File: src/rtl/uart_rx_core.sv
`timescale 1ns/1ps
// Purpose : 8N1 UART receiver with glitch-rejecting start detection and mid-bit sampling.
// Latency : rx_i -> rx_s 2 cycles; stop-bit sample -> rx_valid_o 1 cycle.
// Backpr. : 1-deep holding register; a completed byte arriving while full and not
//           being accepted is dropped and flagged on overrun_o.
//
// Ports:
//   clk_i        soc_clk, all logic on its rising edge
//   rst_n_i      asynchronous active-low reset
//   rx_i         raw serial line (asynchronous, idle high)
//   rx_data_o    received byte, valid while rx_valid_o=1
//   rx_valid_o   holding register full
//   rx_ready_i   consumer accepts when rx_valid_o & rx_ready_i
//   frame_err_o  1-cycle pulse: stop bit sampled low
//   overrun_o    1-cycle pulse: completed byte dropped (holding register full)
//   busy_o       receiver FSM not idle
module uart_rx_core #(
    parameter int unsigned CLK_DIV = 87,
    parameter int unsigned CNT_W   = 16
) (
    input  logic       clk_i,
    input  logic       rst_n_i,
    input  logic       rx_i,
    output logic [7:0] rx_data_o,
    output logic       rx_valid_o,
    input  logic       rx_ready_i,
    output logic       frame_err_o,
    output logic       overrun_o,
    output logic       busy_o
);

    localparam logic [1:0] ST_IDLE  = 2'd0;
    localparam logic [1:0] ST_START = 2'd1;
    localparam logic [1:0] ST_DATA  = 2'd2;
    localparam logic [1:0] ST_STOP  = 2'd3;

    // Terminal counts: start bit is checked at its mid-point, which re-phases
    // every later sample (one full bit later) to the middle of its bit.
    localparam logic [CNT_W-1:0] BIT_END  = CNT_W'(CLK_DIV - 1);
    localparam logic [CNT_W-1:0] HALF_END = CNT_W'((CLK_DIV - 1) / 2);

    // Input synchronizer and edge detect; all reset high to match the idle line
    // so reset release never looks like a start edge.
    logic sync1_q, rx_s_q, rx_d_q;
    logic fall_edge;

    logic [1:0]       state_q, state_d;
    logic [CNT_W-1:0] baud_q, baud_d;
    logic [2:0]       bit_q, bit_d;
    logic [7:0]       shift_q, shift_d;

    logic [7:0] data_q, data_d;
    logic       valid_q, valid_d;
    logic       ferr_q, ferr_d;
    logic       ovr_q, ovr_d;
    logic       byte_done;

    assign fall_edge = rx_d_q & ~rx_s_q;

    always_ff @(posedge clk_i or negedge rst_n_i) begin
        if (!rst_n_i) begin
            sync1_q <= 1'b1;
            rx_s_q  <= 1'b1;
            rx_d_q  <= 1'b1;
        end else begin
            sync1_q <= rx_i;
            rx_s_q  <= sync1_q;
            rx_d_q  <= rx_s_q;
        end
    end

    // Receive FSM
    always_comb begin
        state_d   = state_q;
        baud_d    = baud_q;
        bit_d     = bit_q;
        shift_d   = shift_q;
        byte_done = 1'b0;
        ferr_d    = 1'b0;
        case (state_q)
            ST_IDLE: begin
                baud_d = '0;
                if (fall_edge) begin
                    state_d = ST_START;
                end
            end
            ST_START: begin
                if (baud_q == HALF_END) begin
                    baud_d = '0;
                    bit_d  = 3'd0;
                    // Line back high by mid-start: treat as a glitch, silently.
                    state_d = rx_s_q ? ST_IDLE : ST_DATA;
                end else begin
                    baud_d = baud_q + CNT_W'(1);
                end
            end
            ST_DATA: begin
                if (baud_q == BIT_END) begin
                    baud_d  = '0;
                    shift_d = {rx_s_q, shift_q[7:1]};  // LSB first
                    bit_d   = bit_q + 3'd1;
                    if (bit_q == 3'd7) begin
                        state_d = ST_STOP;
                    end
                end else begin
                    baud_d = baud_q + CNT_W'(1);
                end
            end
            ST_STOP: begin
                // Leaving at the stop mid-point gives half a bit of slack to
                // catch a back-to-back start edge from IDLE.
                if (baud_q == BIT_END) begin
                    baud_d  = '0;
                    state_d = ST_IDLE;
                    if (rx_s_q) begin
                        byte_done = 1'b1;
                    end else begin
                        ferr_d = 1'b1;
                    end
                end else begin
                    baud_d = baud_q + CNT_W'(1);
                end
            end
            default: begin
                state_d = ST_IDLE;
                baud_d  = '0;
            end
        endcase
    end

    // Holding register: a byte completing in the same cycle the old one is
    // accepted replaces it without a gap in rx_valid_o.
    always_comb begin
        data_d  = data_q;
        valid_d = valid_q;
        ovr_d   = 1'b0;
        if (byte_done) begin
            if (!valid_q || rx_ready_i) begin
                data_d  = shift_q;
                valid_d = 1'b1;
            end else begin
                ovr_d = 1'b1;
            end
        end else if (valid_q && rx_ready_i) begin
            valid_d = 1'b0;
        end
    end

    always_ff @(posedge clk_i or negedge rst_n_i) begin
        if (!rst_n_i) begin
            state_q <= ST_IDLE;
            baud_q  <= '0;
            bit_q   <= '0;
            shift_q <= '0;
            data_q  <= '0;
            valid_q <= 1'b0;
            ferr_q  <= 1'b0;
            ovr_q   <= 1'b0;
        end else begin
            state_q <= state_d;
            baud_q  <= baud_d;
            bit_q   <= bit_d;
            shift_q <= shift_d;
            data_q  <= data_d;
            valid_q <= valid_d;
            ferr_q  <= ferr_d;
            ovr_q   <= ovr_d;
        end
    end

    assign rx_data_o   = data_q;
    assign rx_valid_o  = valid_q;
    assign frame_err_o = ferr_q;
    assign overrun_o   = ovr_q;
    assign busy_o      = (state_q != ST_IDLE);

endmodule

File: config.mk
export PLATFORM = sky130hd
export DESIGN_NAME = uart_rx_core
export DESIGN_NICKNAME = d
export VERILOG_FILES = /design/src/rtl/uart_rx_core.sv
export SDC_FILE = /design/constraint.sdc
export NUM_CORES = 1
export LEC_CHECK = 0
export CAP_MARGIN = 10
export CELL_PAD_IN_SITES_DETAIL_PLACEMENT = 0
export CELL_PAD_IN_SITES_GLOBAL_PLACEMENT = 1
export CORE_MARGIN = 5
export CORE_UTILIZATION = 29
export DETAILED_ROUTE_END_ITERATION = 8
export PLACE_DENSITY = 0.6
export SLEW_MARGIN = 20
export SYNTH_ARGS = -nofsm -noshare
export SYNTH_HDL_FRONTEND = slang
export SYNTH_SLANG_ARGS = --single-unit
File: constraint.sdc
create_clock -name clk_i -period 2.45 [get_ports clk_i]
set_input_delay 0.3675 -clock clk_i [delete_from_list [all_inputs] [get_ports clk_i]]
set_output_delay 0.3675 -clock clk_i [all_outputs]
set_load 0.02 [all_outputs]
Word-level counts from Yosys, hierarchy flattened
Cells that the tools add are included.
Widths: inputs -> output; s select.
{ "totals": {"in_bits": 4, "elab_cells": 64, "register_bits": 43} }
{ "classes": {"eq_ne": 12, "addsub": 2, "n_bitwise": 2, "n_mux": 24, "n_reduce_logical": 13} }
{ "op_table": {"columns": ["cell", "count"], "rows": [
  ["$pmux 16 s3", 1],
  ["$mux 16", 2],
  ["$add 16x1->16 const B", 1],
  ["$eq 16x6->1 const B", 1],
  ["$eq 16x7->1 const B", 1],
  ["$mux 2", 6],
  ["$mux 1", 11],
  ["$ne 2x2->1 const B", 5],
  ["$pmux 2 s4", 1],
  ["$mux 3", 2],
  ["$pmux 3 s2", 1],
  ["$reduce_and 2->1", 3],
  ["$reduce_bool 2->1", 3],
  ["$reduce_and 5->1", 1],
  ["$eq 2x2->1 const B", 2],
  ["$add 3x1->3 const B", 1],
  ["$eq 3x3->1 const B", 1],
  ["$reduce_and 3->1", 1],
  ["$eq 2x1->1 const B", 1],
  ["$logic_not 2->1", 1],
  ["$ne 2x1->1 const B", 1],
  ["$reduce_or 2->1", 1],
  ["$and 1x1->1", 1],
  ["$logic_and 1x1->1", 1],
  ["other kinds (3)", 3]
]} }

Longest topological paths before layout
Gate-level depths: netlist (run 1).
{ "logic_depth": {"depth_word": 5, "ltp_mapped": 8, "depth_no_buf": 6} }

Least setup slack after synthesis (run 1)
No wires, ideal clock.
{ "synth_path": {"path_type": "flip-flop to flip-flop", "from": "register baud_q[0]", "to": "register shift_q[0]", "arrival_ps": 1667, "path_slack_ps": 658, "t_required_ps": 2325, "period_less_slack_ps": 1792, "setup_time_ps": 125, "stages_incl_launch_ff": 9, "cell_sequence": "dfrtp_1 -> inv_1 -> ha_1 -> and4bb_1 -> and3_1 -> buf_4 -> nand4_4 -> buf_6 -> mux2_4"} }
{ "synth_between": {"elab_chain_len": 2} }
{ "synth_lines": {"columns": ["element", "line", "text"], "rows": [
  ["from (decl)", "48", "logic [CNT_W-1:0] baud_q, baud_d;"],
  ["from (signal assigned)", "161", "baud_q <= baud_d;"],
  ["$eq 16x7->1", "98", "if (baud_q == BIT_END) begin"],
  ["$reduce_and 2->1 (no line)", null, null],
  ["to (signal assigned)", "163", "shift_q <= shift_d;"],
  ["to (decl)", "50", "logic [7:0] shift_q, shift_d;"]
]} }
No other way between the ends.
A chain may end at the register's enable or synchronous reset.

==> flow_metrics.py, run 1 <==
metrics = {
    "run_status": {
        "outcome": "complete, no violations",
    },
    "synth": {
        "syn-num-nets": 181,
        "synth_xor_xnor_area_share_pct": 6.03,
        "ys_ff_latch": 43,
        "synth-adder-area-share_pct": 2.46,
        "ys_types": 35,
        "yosys.area_share.simple_pct": 21.2,
        "synth_compound_gate_area_share_pct": 2.83,
        "yosys_warnings": 0,
        "post_synth_mux_area_share_pct": 10.6,
        "dominant_combinational_cell_family_by_area_after_synthesis": "simple AND/OR/NAND/NOR gates",
        "avgSynthCellArea_sq_um": 11.8,
        "synthCells": 173,
        "netlist_area_sq_um": 2030,
        "seq_area_frac_synth_pct": 53.1,
    },
    "clocking": {
        "cts_setup_buffers": 0,
        "ctsResizeCount": 0,
        "clk_pin_slew_ps": 80,
        "cts_tree": "built",
        "total_clock_buffers_created_by_cts": 5,
        "clock-sinks": 43,
        "holdBufCountCts": 0,
        "cts_buffer_depth": 2,
        "clock-root-buffer": "clkbuf_8",
        "clock_tree.htree_level_count": 2,
        "insertion_delay_ps": 290,
    },
    "floorplan": {
        "ioPinCount": 16,
        "initial_core_util_pct": 29.9,
        "placeableCoreArea_sq_um": 6790,
        "dieHeight_um": 93.7,
        "dieArea_sq_um": 8790,
        "die_width_um": 93.7,
        "row_count": 30,
    },
    "final_layout": {
        "antennaDiodeCount": 0,
        "nNetsFinal": 202,
        "seqCellArea_sq_um": 1080,
        "num-fill-cells": 683,
        "share_of_post_route_cells_with_drive_strength_above_1_pct": 14.9,
        "mostFrequentLayoutCells": "dfrtp_1, nor2_1, clkdlybuf4s50_1",
        "mostFrequentLayoutCell": "dfrtp_1",
        "design_area_sq_um": 2430,
        "area_delta_synth_final_pct": 19.7,
        "multi_input_area_sq_um": 877,
    },
    "placement": {
        "last_weighted_congestion_value_of_the_routability_driven_placer": 0.741,
        "place_area_sq_um": 2300,
        "placement.setup.worst_slack_ps": 400,
        "port_buffers": 15,
        "dp_hpwl_um": 2650,
    },
    "global_routing": {
        "global_route.usage.total_pct": 9.69,
        "first_pass_grt_wire_length_um": 6650,
        "grt_start_max_net_pins": 44,
        "globalRoute.busiestLayer": "met2",
        "global_route.overflow_total": 0,
        "grt_antenna_before_repair": 0,
        "grt.met1_usage_pct": 13.0,
        "first_global_vias": 1382,
        "gr-usage-met2_pct": 14.7,
        "met3_usage_pct": 2.40,
    },
    "sta": {
        "postLayoutSetupSlackWorst_ps": 349,
        "timing_max_transition_violations_final": 0,
        "final.setup.tns_ps": 0,
        "hold_slack_ps": 144,
        "timing_hold_violations_final": 0,
        "unrepaired_setup_endpoints_after_global_routing": "no",
        "relSlewSlack_pct": 63.7,
        "timing.final.crit_share_pct": 85.7,
        "post-route-min-period_ps": 2100,
        "clock_skew_ps": 4.53,
        "worst-slew-pin-transition_ps": 544,
        "fmax_mhz": 476,
        "setup_viol": 0,
    },
    "setup_path": {
        "timing.setup.critical_path_class": "reg2out",
        "regToRegStartpoint": "baud_q[10]",
        "critPathArrivalTime_ps": 1730,
        "rr_worst_depth": 4,
        "rrSetupSlack_ps": 410,
        "worst_r2r_endpoint": "shift_q[7]",
        "path_max_fanout": 13,
        "end_kind": "output port",
        "startpoint_class_of_the_critical_path": "register",
        "worstPathRequired_ps": 2080,
    },
    "drt": {
        "detail_route.vias_per_cell": 4.53,
        "wl_per_cell_um": 13.1,
        "drt_drc_violations_left": 0,
        "drt-total-wl_um": 3810,
        "drtPass1Iterations": 4,
        "drtIter0Drc": 47,
        "routed-via-count": 1318,
        "final_antenna_net_count": 0,
    },
    "hold_path": {
        "timing.hold.worst.class": "in2async",
    },
    "power_and_ir_drop": {
        "total_power_mw": 1.87,
        "cellLeakagePower_nw": 1.08,
        "pwr_density_cell_nw_per_um2": 769,
        "vdd_ir_drop_max_mv": 0.242,
    },
    "run": {
        "maxCapViolCount": 0,
    },
}
[cells by family (layout without fill, tap and decap cells)]
family / after synthesis / after routing
adder cells (fa/ha/maj): 4 / 4
flip-flops: 43 / 43
multiplexers: 17 / 17
buffers and inverters: 16 / 38
AO/OA/AOI/OAI: 8 / 8
XOR/XNOR: 14 / 14
AND/OR/NAND/NOR: 71 / 71
[worst max-delay path, stage by stage (launching register included)]
cell,delay [ps]
dfrtp_1,660
nor2_1,120
inv_1,70
clkdlybuf4s50_1,590
[routing by layer]
metal,part of all wire [%],up-vias
met5,0,-
met4,2.0,0
met3,2.6,5
met2,46,15
met1,49,647
li1,-,651
[layout make-up]
| cell class | instances | area share, % |
|---|---|---|
| clock inverters | 2 | 2.47 |
| multi-input cells | 114 | 36.0 |
| clock buffers | 6 | 2.98 |
| inverters | 9 | 1.39 |
| repair buffers | 21 | 7.81 |
| well taps | 96 | 4.94 |
| flip-flops and latches | 43 | 44.4 |
[per-stage QoR]
stage / util, % / std cells
floorplan: - / 173
global placement: 33.9 / 283
detailed placement: 33.9 / 283
CTS: 35.8 / 291
global route: 35.8 / 291
finish: 35.8 / 291
[registers in the layout, summed over array words and instances (netlist names), 3 cells and up, named ones only]
register and cells:
bit_q 3, rx_data_o 8, shift_q 8, baud_q 16
[synth_stat cells, drive strengths merged]
library cell / number / share of area (%)
xor2: 4 / 1.7
and4: 2 / 0.86
nor4: 5 / 2.3
nand2: 8 / 1.5
nor2: 20 / 3.7
dfstp: 3 / 3.9
nand3: 4 / 0.98
a21oi: 1 / 0.43
nor2b: 1 / 0.31
xnor2: 10 / 4.3
a21boi: 1 / 0.37
ha: 4 / 2.5
a22oi: 1 / 0.37
o22a: 1 / 0.43
nor4bb: 2 / 0.98
dfrtp: 40 / 49
and4bb: 1 / 0.62
and3: 4 / 1.2
nor4b: 1 / 0.43
mux2: 16 / 10
inv: 9 / 1.7
buf: 4 / 1.5
o22ai: 3 / 0.92
clkbuf: 3 / 0.55
a31oi: 1 / 0.31
nand4: 13 / 5.5
nor3: 8 / 2.2
nand2b: 2 / 0.62
mux2i: 1 / 0.49
[worst max path at each step]
stage | from | slack (ps) | end
floorplan | baud_q[0] | 660 | shift_q[0]
global placement | baud_q[4] | 400 | baud_q[14]
detailed placement | baud_q[10] | 400 | shift_q[7]
CTS | register | 310 | busy_o
global route | register | 230 | busy_o
finish | register | 350 | busy_o
[power by group]
group          total, mW  internal [mW]  switching [mW]
combinational      0.354          0.157           0.197
clock              0.646          0.407           0.238
sequential         0.873          0.778          0.0949
(Power assumes the default switching activity.)
==> run 2: changes to the inputs <==
--- a/config.mk
+++ b/config.mk
@@ -10,9 +10,11 @@
 export CELL_PAD_IN_SITES_GLOBAL_PLACEMENT = 1
 export CORE_MARGIN = 5
 export CORE_UTILIZATION = 29
+export CTS_CLUSTER_DIAMETER = 40
+export CTS_CLUSTER_SIZE = 28
 export DETAILED_ROUTE_END_ITERATION = 8
 export PLACE_DENSITY = 0.6
-export SLEW_MARGIN = 20
+export SLEW_MARGIN = 10
 export SYNTH_ARGS = -nofsm -noshare
 export SYNTH_HDL_FRONTEND = slang
 export SYNTH_SLANG_ARGS = --single-unit
==> results of run 2 <==
The final DEF is identical to that of run 1; final timing and power are the same.
